[src/rtl/audio_pkg.sv]
// Shared widths and stereo sample types for the codec-to-encoder audio path.
package audio_pkg;

    localparam int AUD_IN_W  = 24;
    localparam int AUD_OUT_W = 16;
    localparam int AUD_SHIFT = AUD_IN_W - AUD_OUT_W;

    typedef struct packed {
        logic signed [AUD_OUT_W-1:0] left;
        logic signed [AUD_OUT_W-1:0] right;
    } stereo16_t;

    typedef struct packed {
        logic signed [AUD_IN_W-1:0] left;
        logic signed [AUD_IN_W-1:0] right;
    } stereo24_t;

endpackage

[src/rtl/sync_fifo.sv]
// Generic first-word-fall-through sync FIFO. The head is held in a register
// so rdata keeps its last value once the FIFO runs empty.
module sync_fifo #(
    parameter int WIDTH = 32,
    parameter int DEPTH = 8
) (
    input  logic                   clk,
    input  logic                   reset,
    input  logic                   push,
    input  logic [WIDTH-1:0]       wdata,
    input  logic                   pop_ready,
    output logic [WIDTH-1:0]       rdata,
    output logic                   valid,
    output logic [$clog2(DEPTH):0] count
);

    localparam int AW = $clog2(DEPTH);
    localparam int CW = AW + 1;

    logic [WIDTH-1:0] mem_r [DEPTH];
    logic [AW-1:0]    wr_ptr_r;
    logic [AW-1:0]    rd_ptr_r;
    logic [AW-1:0]    head_idx_s;
    logic [CW-1:0]    count_r;
    logic [CW-1:0]    count_next_s;
    logic [WIDTH-1:0] data_r;
    logic             valid_r;
    logic             pop_s;
    logic             push_ok_s;

    // Handshake qualification, next occupancy and next head slot
    always_comb begin
        pop_s        = valid_r && pop_ready;
        push_ok_s    = push && ((count_r != CW'(DEPTH)) || pop_s);
        count_next_s = count_r;
        case ({push_ok_s, pop_s})
            2'b10:   count_next_s = count_r + CW'(1);
            2'b01:   count_next_s = count_r - CW'(1);
            default: count_next_s = count_r;
        endcase
        if (pop_s) begin
            head_idx_s = rd_ptr_r + AW'(1);
        end else begin
            head_idx_s = rd_ptr_r;
        end
    end

    // Storage array, written without reset
    always_ff @(posedge clk) begin
        if (push_ok_s) begin
            mem_r[wr_ptr_r] <= wdata;
        end
    end

    // Pointers, occupancy and registered head
    always_ff @(posedge clk) begin
        if (reset) begin
            wr_ptr_r <= '0;
            rd_ptr_r <= '0;
            count_r  <= '0;
            valid_r  <= 1'b0;
            data_r   <= '0;
        end else begin
            if (push_ok_s) begin
                wr_ptr_r <= wr_ptr_r + AW'(1);
            end
            if (pop_s) begin
                rd_ptr_r <= rd_ptr_r + AW'(1);
            end
            count_r <= count_next_s;
            valid_r <= (count_next_s != CW'(0));
            // The slot being written this edge is not yet in mem_r, so forward it
            if (count_next_s != CW'(0)) begin
                if (push_ok_s && (head_idx_s == wr_ptr_r)) begin
                    data_r <= wdata;
                end else begin
                    data_r <= mem_r[head_idx_s];
                end
            end
        end
    end

    assign rdata = data_r;
    assign valid = valid_r;
    assign count = count_r;

endmodule

[src/rtl/audio_sample_fifo.sv]
// Codec capture -> 24-to-16 bit narrowing -> FWFT FIFO towards the encoder.
// Define AUDIO_ROUND_EN to round-and-saturate instead of truncating.
module audio_sample_fifo
    import audio_pkg::*;
#(
    parameter int DEPTH = 8,
    parameter int IN_W  = AUD_IN_W,
    parameter int OUT_W = AUD_OUT_W
) (
    input  logic                   clk,
    input  logic                   reset,
    input  logic                   read_ready,
    output logic                   read,
    input  logic [IN_W-1:0]        readdata_left,
    input  logic [IN_W-1:0]        readdata_right,
    output logic                   out_valid,
    input  logic                   out_ready,
    output logic [OUT_W-1:0]       out_left,
    output logic [OUT_W-1:0]       out_right,
    output logic [$clog2(DEPTH):0] count,
    output logic                   overflow,
    output logic [7:0]             drop_cnt
);

    localparam int SHIFT = IN_W - OUT_W;
    localparam int CW    = $clog2(DEPTH) + 1;

    stereo24_t cap_r;
    stereo16_t conv_r;
    stereo16_t head_s;
    logic      v1_r;
    logic      v2_r;
    logic      full_eff_s;
    logic      push_s;
    logic      drop_s;
    logic      overflow_r;
    logic [7:0] drop_cnt_r;

    function automatic logic [OUT_W-1:0] narrow(input logic signed [IN_W-1:0] s);
`ifdef AUDIO_ROUND_EN
        logic signed [IN_W:0] wide;
        logic signed [IN_W:0] max_v;
        max_v = (IN_W+1)'((2 ** (OUT_W-1)) - 1);
        wide  = {s[IN_W-1], s};
        wide  = wide + (IN_W+1)'(2 ** (SHIFT-1));
        wide  = wide >>> SHIFT;
        if (wide > max_v) begin
            return OUT_W'(max_v);
        end else begin
            return OUT_W'(wide);
        end
`else
        return OUT_W'(s >>> SHIFT);
`endif
    endfunction

    assign read = read_ready & ~reset;

    // The codec is never stalled; a pair that cannot enter the FIFO is dropped
    always_comb begin
        full_eff_s = (count == CW'(DEPTH)) && !(out_valid && out_ready);
        push_s     = v2_r && !full_eff_s;
        drop_s     = v2_r && full_eff_s;
    end

    // Capture and convert stages
    always_ff @(posedge clk) begin
        if (reset) begin
            v1_r   <= 1'b0;
            v2_r   <= 1'b0;
            cap_r  <= '0;
            conv_r <= '0;
        end else begin
            v1_r <= read_ready;
            v2_r <= v1_r;
            if (read_ready) begin
                cap_r.left  <= readdata_left;
                cap_r.right <= readdata_right;
            end
            if (v1_r) begin
                conv_r.left  <= narrow(cap_r.left);
                conv_r.right <= narrow(cap_r.right);
            end
        end
    end

    // Sticky overflow flag and saturating drop counter
    always_ff @(posedge clk) begin
        if (reset) begin
            overflow_r <= 1'b0;
            drop_cnt_r <= 8'd0;
        end else if (drop_s) begin
            overflow_r <= 1'b1;
            if (drop_cnt_r != 8'hFF) begin
                drop_cnt_r <= drop_cnt_r + 8'd1;
            end
        end
    end

    sync_fifo #(
        .WIDTH (2*OUT_W),
        .DEPTH (DEPTH)
    ) u_fifo (
        .clk       (clk),
        .reset     (reset),
        .push      (push_s),
        .wdata     (conv_r),
        .pop_ready (out_ready),
        .rdata     (head_s),
        .valid     (out_valid),
        .count     (count)
    );

    assign out_left  = head_s.left;
    assign out_right = head_s.right;
    assign overflow  = overflow_r;
    assign drop_cnt  = drop_cnt_r;

endmodule

[config.mk]
export PLATFORM = sky130hd
export DESIGN_NAME = audio_sample_fifo
export DESIGN_NICKNAME = d
export VERILOG_FILES = /design/src/rtl/audio_pkg.sv /design/src/rtl/sync_fifo.sv /design/src/rtl/audio_sample_fifo.sv
export SDC_FILE = /design/constraint.sdc
export NUM_CORES = 1
export LEC_CHECK = 0
export CAP_MARGIN = 15
export CELL_PAD_IN_SITES_DETAIL_PLACEMENT = 1
export CELL_PAD_IN_SITES_GLOBAL_PLACEMENT = 2
export CORE_MARGIN = 1.5
export CORE_UTILIZATION = 44
export DETAILED_ROUTE_END_ITERATION = 8
export GPL_TIMING_DRIVEN = 0
export PLACE_DENSITY = 0.8
export SYNTH_ARGS = -nofsm -noshare
export SYNTH_HDL_FRONTEND = slang
export SYNTH_SLANG_ARGS = --single-unit
[constraint.sdc]
create_clock -name clk -period 8.3 [get_ports clk]
set_input_delay 1.66 -clock clk [delete_from_list [all_inputs] [get_ports clk]]
set_output_delay 1.66 -clock clk [all_outputs]
set_load 0.01 [all_outputs]
==> metrics.csv <==
metric,value,unit
status,"finished, final reports clean",
FP Rows,66,
Post-CTS Setup Bufs,0,
Yosys cell types,48,
drt pass-1 iters,5,
clock-pin slew on the worst setup and hold paths,0.06,ns
CP max stage cell,clkbuf_1,
initial antenna violation count,0,
sequential element share of the synthesized area,69.0,%
period utilisation layout,65.8,%
Post-Syn Area per Cell,12.6,sq um
number of synthesized register bits,374,
critical path data required time,6.64,ns
Max Slew Vio Count,0,
Final Non-Filler Cells,1771,
yosys warns,0,
max_cap viols,0,
most frequent cell on the critical path,clkbuf_1,
CTS Buf Count,40,
largest cells by area after synthesis,"edfxtp_1 (53%), dfxtp_1 (16%), mux2i_1 (6.7%), nand2_1 (6.2%), nor2_1 (3.1%)",
pwr/cell area,294,nW/um^2
Iter 0 DRT Violations,740,
antenna-violating nets left,0,
initial core utilization,44.8,%
vias in the first global route,10110,
worst hold path type,reg -> reg,
RSZ-0062 raised after global routing,false,
final hold violation count,0,
GRT Total Usage,23.9,%
Crit. End Element,output pin,
Max VDD drop,0.000168,V
TritonCTS clock tree,done,
Slew @ Worst Pin,1.18,ns
asr flop ratio synth,0,%
Post-Syn Nets,1210,
PortBufs,80,
Synth top area share,52.8,%
Filler Cells Inserted,3378,
# DRC,0,
final instance area,17500,sq um
root buf cell,clkbuf_16,
area of the multi-input gates,4180,sq um
WL per Instance,22.4,microns
Commonest cells post-synth,"edfxtp_1 (256), nand2_1 (239), nor2_1 (120)",
CORE AREA,32500,sq um
top cell type by total area after synthesis,edfxtp_1,
startpoint types,input port,
die height,185,microns
post-CTS sizing,0,
Worst-Skew Late Latency,0.53,ns
Post-Syn Area,14600,sq um
"count leader, synth",edfxtp_1,
ys flop type,edfxtp_1,
proportion of layout cells with a drive suffix above 1,9.71,%
Clock Path Buffers,3,
clk_skew,0.0118,ns
CP max stage delay,0.75,ns
post-layout util,53.7,%
"EDFF count, synth",256,
clock sinks,374,
area post-placement,16200,sq um
largest net degree at the start of global routing,24,
dpl cells,1699,
Synth-to-Final Area Change,20.1,%
RePlAce Congestion,0.749,
vias per cell,5.52,
register area,10000,sq um
I/O pin cnt,99,
largest fanout on the critical path,10,
FMAX,0.183,GHz
final critical-path required period,5.46,ns
Vias,9768,
first-pass GRT wire length,60800,microns
H-tree depth,2,
Die Wd,185,microns
Diodes inserted,0,
crit path cell chain,clkbuf_1 > clkbuf_1 > nor2b_1 > clkdlybuf4s50_1,
Die Area,34200,sq um
total congestion overflow,0,
CP Class,in -> out,
cells after synthesis,1154,
CTS Hold Bufs,0,
final setup vio count,0,
leakage,6.37,nW
WP data arrival,3.80,ns
Slew headroom,21.4,%
Final nets,1355,
Detailed Route WL,39700,microns
placed wire-length estimate,26100,microns
worst paths after layout:
kind	from	to	slack, ns	depth (start not counted)
setup / recovery	read_ready	read	2.84	4
hold / removal	overflow$_SDFFE_PP0P_	overflow$_SDFFE_PP0P_	0.49	2
setup reg to reg	u_fifo.valid$_SDFF_PP0_	u_fifo.mem_r[4][11]$_DFFE_PP_	5.16	7
hold reg to reg	overflow$_SDFFE_PP0P_	overflow$_SDFFE_PP0P_	0.49	2
logic make-up (layout without fill, tap and decap cells):
group | count (synthesis) | in the layout | synth area share, %
simple gates | 491 | 491 | 15.1
flops | 374 | 374 | 69.0
mux | 99 | 99 | 6.89
compound gates | 87 | 87 | 4.95
buf+inv | 82 | 257 | 2.63
xor+xnor | 17 | 17 | 1.02
fa+ha+maj | 4 | 4 | 0.344
metal layers:
layer  global-route usage [%]  part of all wire (%)
met5                        0                     0
met4                     5.72                   1.6
met3                     3.09                   4.6
met2                     39.3                    48
met1                     33.7                    46
per-stage QoR:
stage / setup TNS, ns / setup WS (ns) / hold slack (ns) / total power [mW]
floorplan: 0 / 2.62 / 0.460 / 2.94
global placement: -22.78 / -0.715 / 0.475 / 3.45
detailed placement: 0 / 2.82 / 0.485 / 3.48
CTS: 0 / 2.82 / 0.502 / 5.18
global route: 0 / 2.80 / 0.521 / 5.36
finish: 0 / 2.84 / 0.488 / 5.14
cell type report:
type / count / share of cell area, %
Buffer: 79 / 2.13
Clock buffer: 61 / 6.53
Tap cell: 442 / 3.16
Inverter: 3 / 0.0644
Multi-Input combinational cell: 698 / 23.9
Sequential cell: 374 / 57.5
Timing Repair Buffer: 103 / 6.13
Clock inverter: 11 / 0.623
placed cells by master, fill, tap and decap left out, types with 4 or more instances in the layout:
cell	count
edfxtp_1	256
nand2_1	239
dfxtp_1	118
nor2_1	117
mux2i_1	98
clkdlybuf4s50_1	80
nand3_1	66
clkbuf_1	55
clkbuf_16	41
nand4b_1	33
a32oi_1	33
a311oi_1	31
buf_2	28
buf_6	14
buf_4	13
xor2_1	12
a21oi_1	7
nor3_2	5
nor2b_1	5
xnor2_1	5
nor3_1	4
nand2b_1	4
a21o_1	4
ha_1	4
clkbuf_8	4
clkinv_2	4
flip-flops by register name, summed over array words and instances, names as in the netlist:
register         count
cap_r               32
conv_r              32
drop_cnt             8
overflow             1
u_fifo.count         4
u_fifo.mem_r       256
u_fifo.rd_ptr_r      3
u_fifo.rdata        32
u_fifo.valid         1
u_fifo.wr_ptr_r      3
v1_r                 1
v2_r                 1
critical path: cells and delay by family:
family                 cells  cell delay [ns]
and+or+nand+nor            1             0.21
buffers and inverters      3             1.91
where the power goes:
| part | internal, mW | switching (mW) |
|---|---|---|
| Sequential | 2.08 | 0.0689 |
| Clock | 1.01 | 0.700 |
| Combinational | 0.482 | 0.806 |
| Total | 3.57 | 1.57 |
No activity file was read; power rests on OpenSTA's default activity.
==> RTL edit 1: new RTL, same flow settings <==
Reset style: asynchronous (`reset`), changed in 3 clocked blocks.
--- a/src/rtl/sync_fifo.sv
+++ b/src/rtl/sync_fifo.sv
@@ -55,3 +55,3 @@
     // Pointers, occupancy and registered head
-    always_ff @(posedge clk) begin
+    always_ff @(posedge clk or posedge reset) begin
         if (reset) begin
--- a/src/rtl/audio_sample_fifo.sv
+++ b/src/rtl/audio_sample_fifo.sv
@@ -66,3 +66,3 @@
     // Capture and convert stages
-    always_ff @(posedge clk) begin
+    always_ff @(posedge clk or posedge reset) begin
         if (reset) begin
@@ -87,3 +87,3 @@
     // Sticky overflow flag and saturating drop counter
-    always_ff @(posedge clk) begin
+    always_ff @(posedge clk or posedge reset) begin
         if (reset) begin
Function: differs if reset is asserted again (counterexample within 4 cycles, from zero or initial values and one cycle with reset high); with reset held inactive, the same outputs for 10 cycles.
==> RTL edit 1 against the original RTL <==
- worst setup slack lost 0.27 ns
- final area grew 0.98%
- via count shrank 14%
- total power grew 34%
- sequential cell count is the same
- sequential power grew 21%
- routed wire length shrank 8.2%
- synthesized area grew 0.75%
- worst hold slack lost 0.10 ns
- largest cell class unchanged
==> RTL edit 1: results (changes against the original RTL) <==
Layout fillers=3066 (was 3378); #MultiIn Comb=433 (was 698); R2R Setup Slk=5.07 ns (was 5.16 ns); DP HPWL=22800 um (was 26100 um); clk_buf instances=59 (was 61); Synth area leaders=edfxtp_1, dfrtp_1, mux2_2 (was edfxtp_1, dfxtp_1, mux2i_1); non-clk buf share=0.0740 (was 0.0825); drt first pass iters=4 (was 5); Post-Synth XOR/XNOR Area=0.0102 (about the same); post-route insts no fill=1479 (was 1771); placed cell count=1407 (was 1699); via count=8447 (was 9768); leakage=0.00615 uW (was 0.00637 uW); first-pass GRT wire length=55700 um (was 60800 um); DRT iter0 DRCs=577 (was 740); FF-to-FF path depth=8 (was 7); clk_skew=0.0208 ns (was 0.0118 ns); Post-Synth Adder-Cell Area=0.00341 (was 0.00344); clock buffer count from CTS=39 (was 40); fin crit share=0.691 (was 0.658); Synth async-reset ratio=0.316 (was 0); Setup WS pre-CTS=2.53 ns (was 2.82 ns); syn nets=926 (was 1210); post-layout util=0.540 (was 0.537); clk cell area share=0.0736 (was 0.0715); outcome=complete, no violations (unchanged); NumNets Final=1062 (was 1355); count of buffers from port buffering=82 (was 80); GRT Total Usage=0.220 (was 0.239); clock network power=1770 uW (was 1710 uW); share of cells above drive strength 1=0.190 (was 0.0971); hold path cells=0 (was 2); post-place instance area=16400 um2 (was 16200 um2); largest net degree at the start of global routing=68 (was 24); Pwr per Cell Area=391 nW/um2 (was 294 nW/um2); Netlist cell types=40 (was 48); vias in the first global route=9134 (was 10100); sequential area share after synthesis=0.725 (was 0.690); Syn Inst Count=870 (was 1154); Hold Slack=0.387 ns (was 0.488 ns); Gate power share=0.367 (was 0.250); top cells by count, synth=edfxtp_1, dfrtp_1, mux2_2, nor2b_1, a211oi_1 (was edfxtp_1, nand2_1, nor2_1, dfxtp_1, mux2i_1); count of plain and timing-repair buffers=151 (was 182); maximum VDD drop=254 uV (was 168 uV)
RTL edit 1: cells by family after synthesis:
kind of cell / Yosys count
AO/OA/AOI/OAI: 161
XOR/XNOR: 17
adder cells (fa/ha/maj): 4
buffers and inverters: 63
flip-flops: 374
multiplexers: 106
AND/OR/NAND/NOR: 145
RTL edit 1: path summary, 6_finish.rpt:
path	startpoint	to
worst max-delay path	read_ready	read
worst min-delay path	v1_r	v2_r
worst max register to register	u_fifo.valid	u_fifo.rdata[6]
worst min register to register	v1_r	v2_r
max in group asynchronous	reset	u_fifo.rdata[9]
min in group asynchronous	reset	u_fifo.count[1]
RTL edit 1: routing by layer:
| metal | routed length, um | vias to the layer above | GRT usage |
|---|---|---|---|
| met3 | 1670 | 61 | 0.0380 |
| met4 | 970 | 0 | 0.0755 |
| met2 | 18200 | 227 | 0.374 |
| met1 | 15600 | 4483 | 0.287 |
| met5 | 0 | - | 0 |
| li1 | - | 3676 | - |
==> RTL edit 2: new RTL, config.mk and constraints unchanged <==
Made on the original files. The package constant `AUD_OUT_W` goes from 16 to 24.
--- a/src/rtl/audio_pkg.sv
+++ b/src/rtl/audio_pkg.sv
@@ -4,3 +4,3 @@
     localparam int AUD_IN_W  = 24;
-    localparam int AUD_OUT_W = 16;
+    localparam int AUD_OUT_W = 24;
     localparam int AUD_SHIFT = AUD_IN_W - AUD_OUT_W;
Interface: changed (resized out_left and out_right); port bits go from 99 to 115. No check against the original RTL was run, so the function may have changed too.
==> RTL edit 2 against the original RTL <==
- worst setup slack better by 0.089 ns
- final area is 47% higher
- synthesized area is 46% higher
- sequential share of layout area is 0.49 points higher
- total power is 50% higher
- sequential cell count is 176 higher
- routed wire length is 56% higher
- clock skew is 0.0018 ns higher
==> RTL edit 2: results (changes against the original RTL) <==
Arr. time, crit path=3.71 ns (was 3.80 ns); share of cells above drive strength 1=0.0951 (was 0.0971); via count=14300 (was 9768); vias in the first global route=14800 (was 10100); Post-Synth XOR/XNOR Area=0.00536 (was 0.0102); clock latency at the later pin of the worst-skew pair=0.61 ns (was 0.53 ns); post-place instance area=23600 um2 (was 16200 um2); placed cell count=2419 (was 1699); slew at the pin closest to its max-slew limit=1.14 ns (was 1.18 ns); Hold Slack=0.481 ns (was 0.488 ns); leakage=0.00908 uW (was 0.00637 uW); Avg WL per Cell=24.5 um (was 22.4 um); syn nets=1710 (was 1210); R2R Setup Slk=4.75 ns (was 5.16 ns); max reg flops=384 (was 256); GRT Total Usage=0.248 (was 0.239); clk_skew=0.0137 ns (was 0.0118 ns); Synth area leaders=edfxtp_1, dfxtp_1, mux2i_1 (unchanged); Post-Synth Adder-Cell Area=0.00236 (was 0.00344); FF-to-FF path depth=9 (was 7); count of buffers from port buffering=111 (was 80); Synth async-reset ratio=0 (unchanged); NumNets Final=1920 (was 1355); RR Startpoint=u_fifo.count[1] (was u_fifo.valid); Layout fillers=4811 (was 3378); outcome=complete, no violations (unchanged); Setup Buffers After CTS=0 (unchanged); DP HPWL=40800 um (was 26100 um); Multi-input gate area=5940 um2 (was 4180 um2); maximum VDD drop=154 uV (was 168 uV); Netlist cell types=45 (was 48); min cycle time layout=5.37 ns (was 5.46 ns); sequential area share after synthesis=0.699 (was 0.690); Synth Area in Compound Gates=0.0768 (was 0.0495); Setup WS pre-CTS=2.93 ns (was 2.82 ns); Worst path slowest cell=buf_1 (was clkbuf_1); max incr delay on CP=0.67 ns (was 0.75 ns); DRT iter0 DRCs=1116 (was 740); Post-synth EDFFs=384 (was 256); GPL Wtd Cong=0.782 (was 0.749); post-synthesis mux area share=0.0697 (was 0.0689); Avg Inst Size Synth=12.8 um2 (was 12.6 um2); clock buffer count from CTS=58 (was 40); first-pass GRT wire length=91800 um (was 60800 um); via density per instance=5.67 (was 5.52); top cells by count, synth=edfxtp_1, nor2_1, nand2_1, dfxtp_1, mux2i_1 (was edfxtp_1, nand2_1, nor2_1, dfxtp_1, mux2i_1)
## RTL edit 2: final timing paths
kind,endpoint
setup / recovery,read
setup reg to reg,u_fifo.rdata[7]
hold / removal,overflow
hold reg to reg,overflow
## RTL edit 2: per-layer routing
| layer | part of all wire | GRT usage |
|---|---|---|
| met3 | 0.062 | 0.0356 |
| met5 | 0 | 0 |
| met1 | 0.43 | 0.335 |
| met2 | 0.48 | 0.414 |
| met4 | 0.029 | 0.0814 |
## RTL edit 2: final cells by class
cell class              count  area share
inverters                   3    0.000440
flip-flops and latches    550       0.580
clock buffers              90      0.0683
clock inverters            20     0.00869
well taps                 615      0.0300
multi-input cells         986       0.232
repair buffers            150      0.0621
plain buffers             115      0.0189
## RTL edit 2: where the power goes
part / internal (uW) / leakage [uW] / switching (uW)
sequential: 3060 / 0.00492 / 109
combinational: 677 / 0.00319 / 1190
clock: 1600 / 0.000967 / 1060
total: 5330 / 0.00908 / 2360
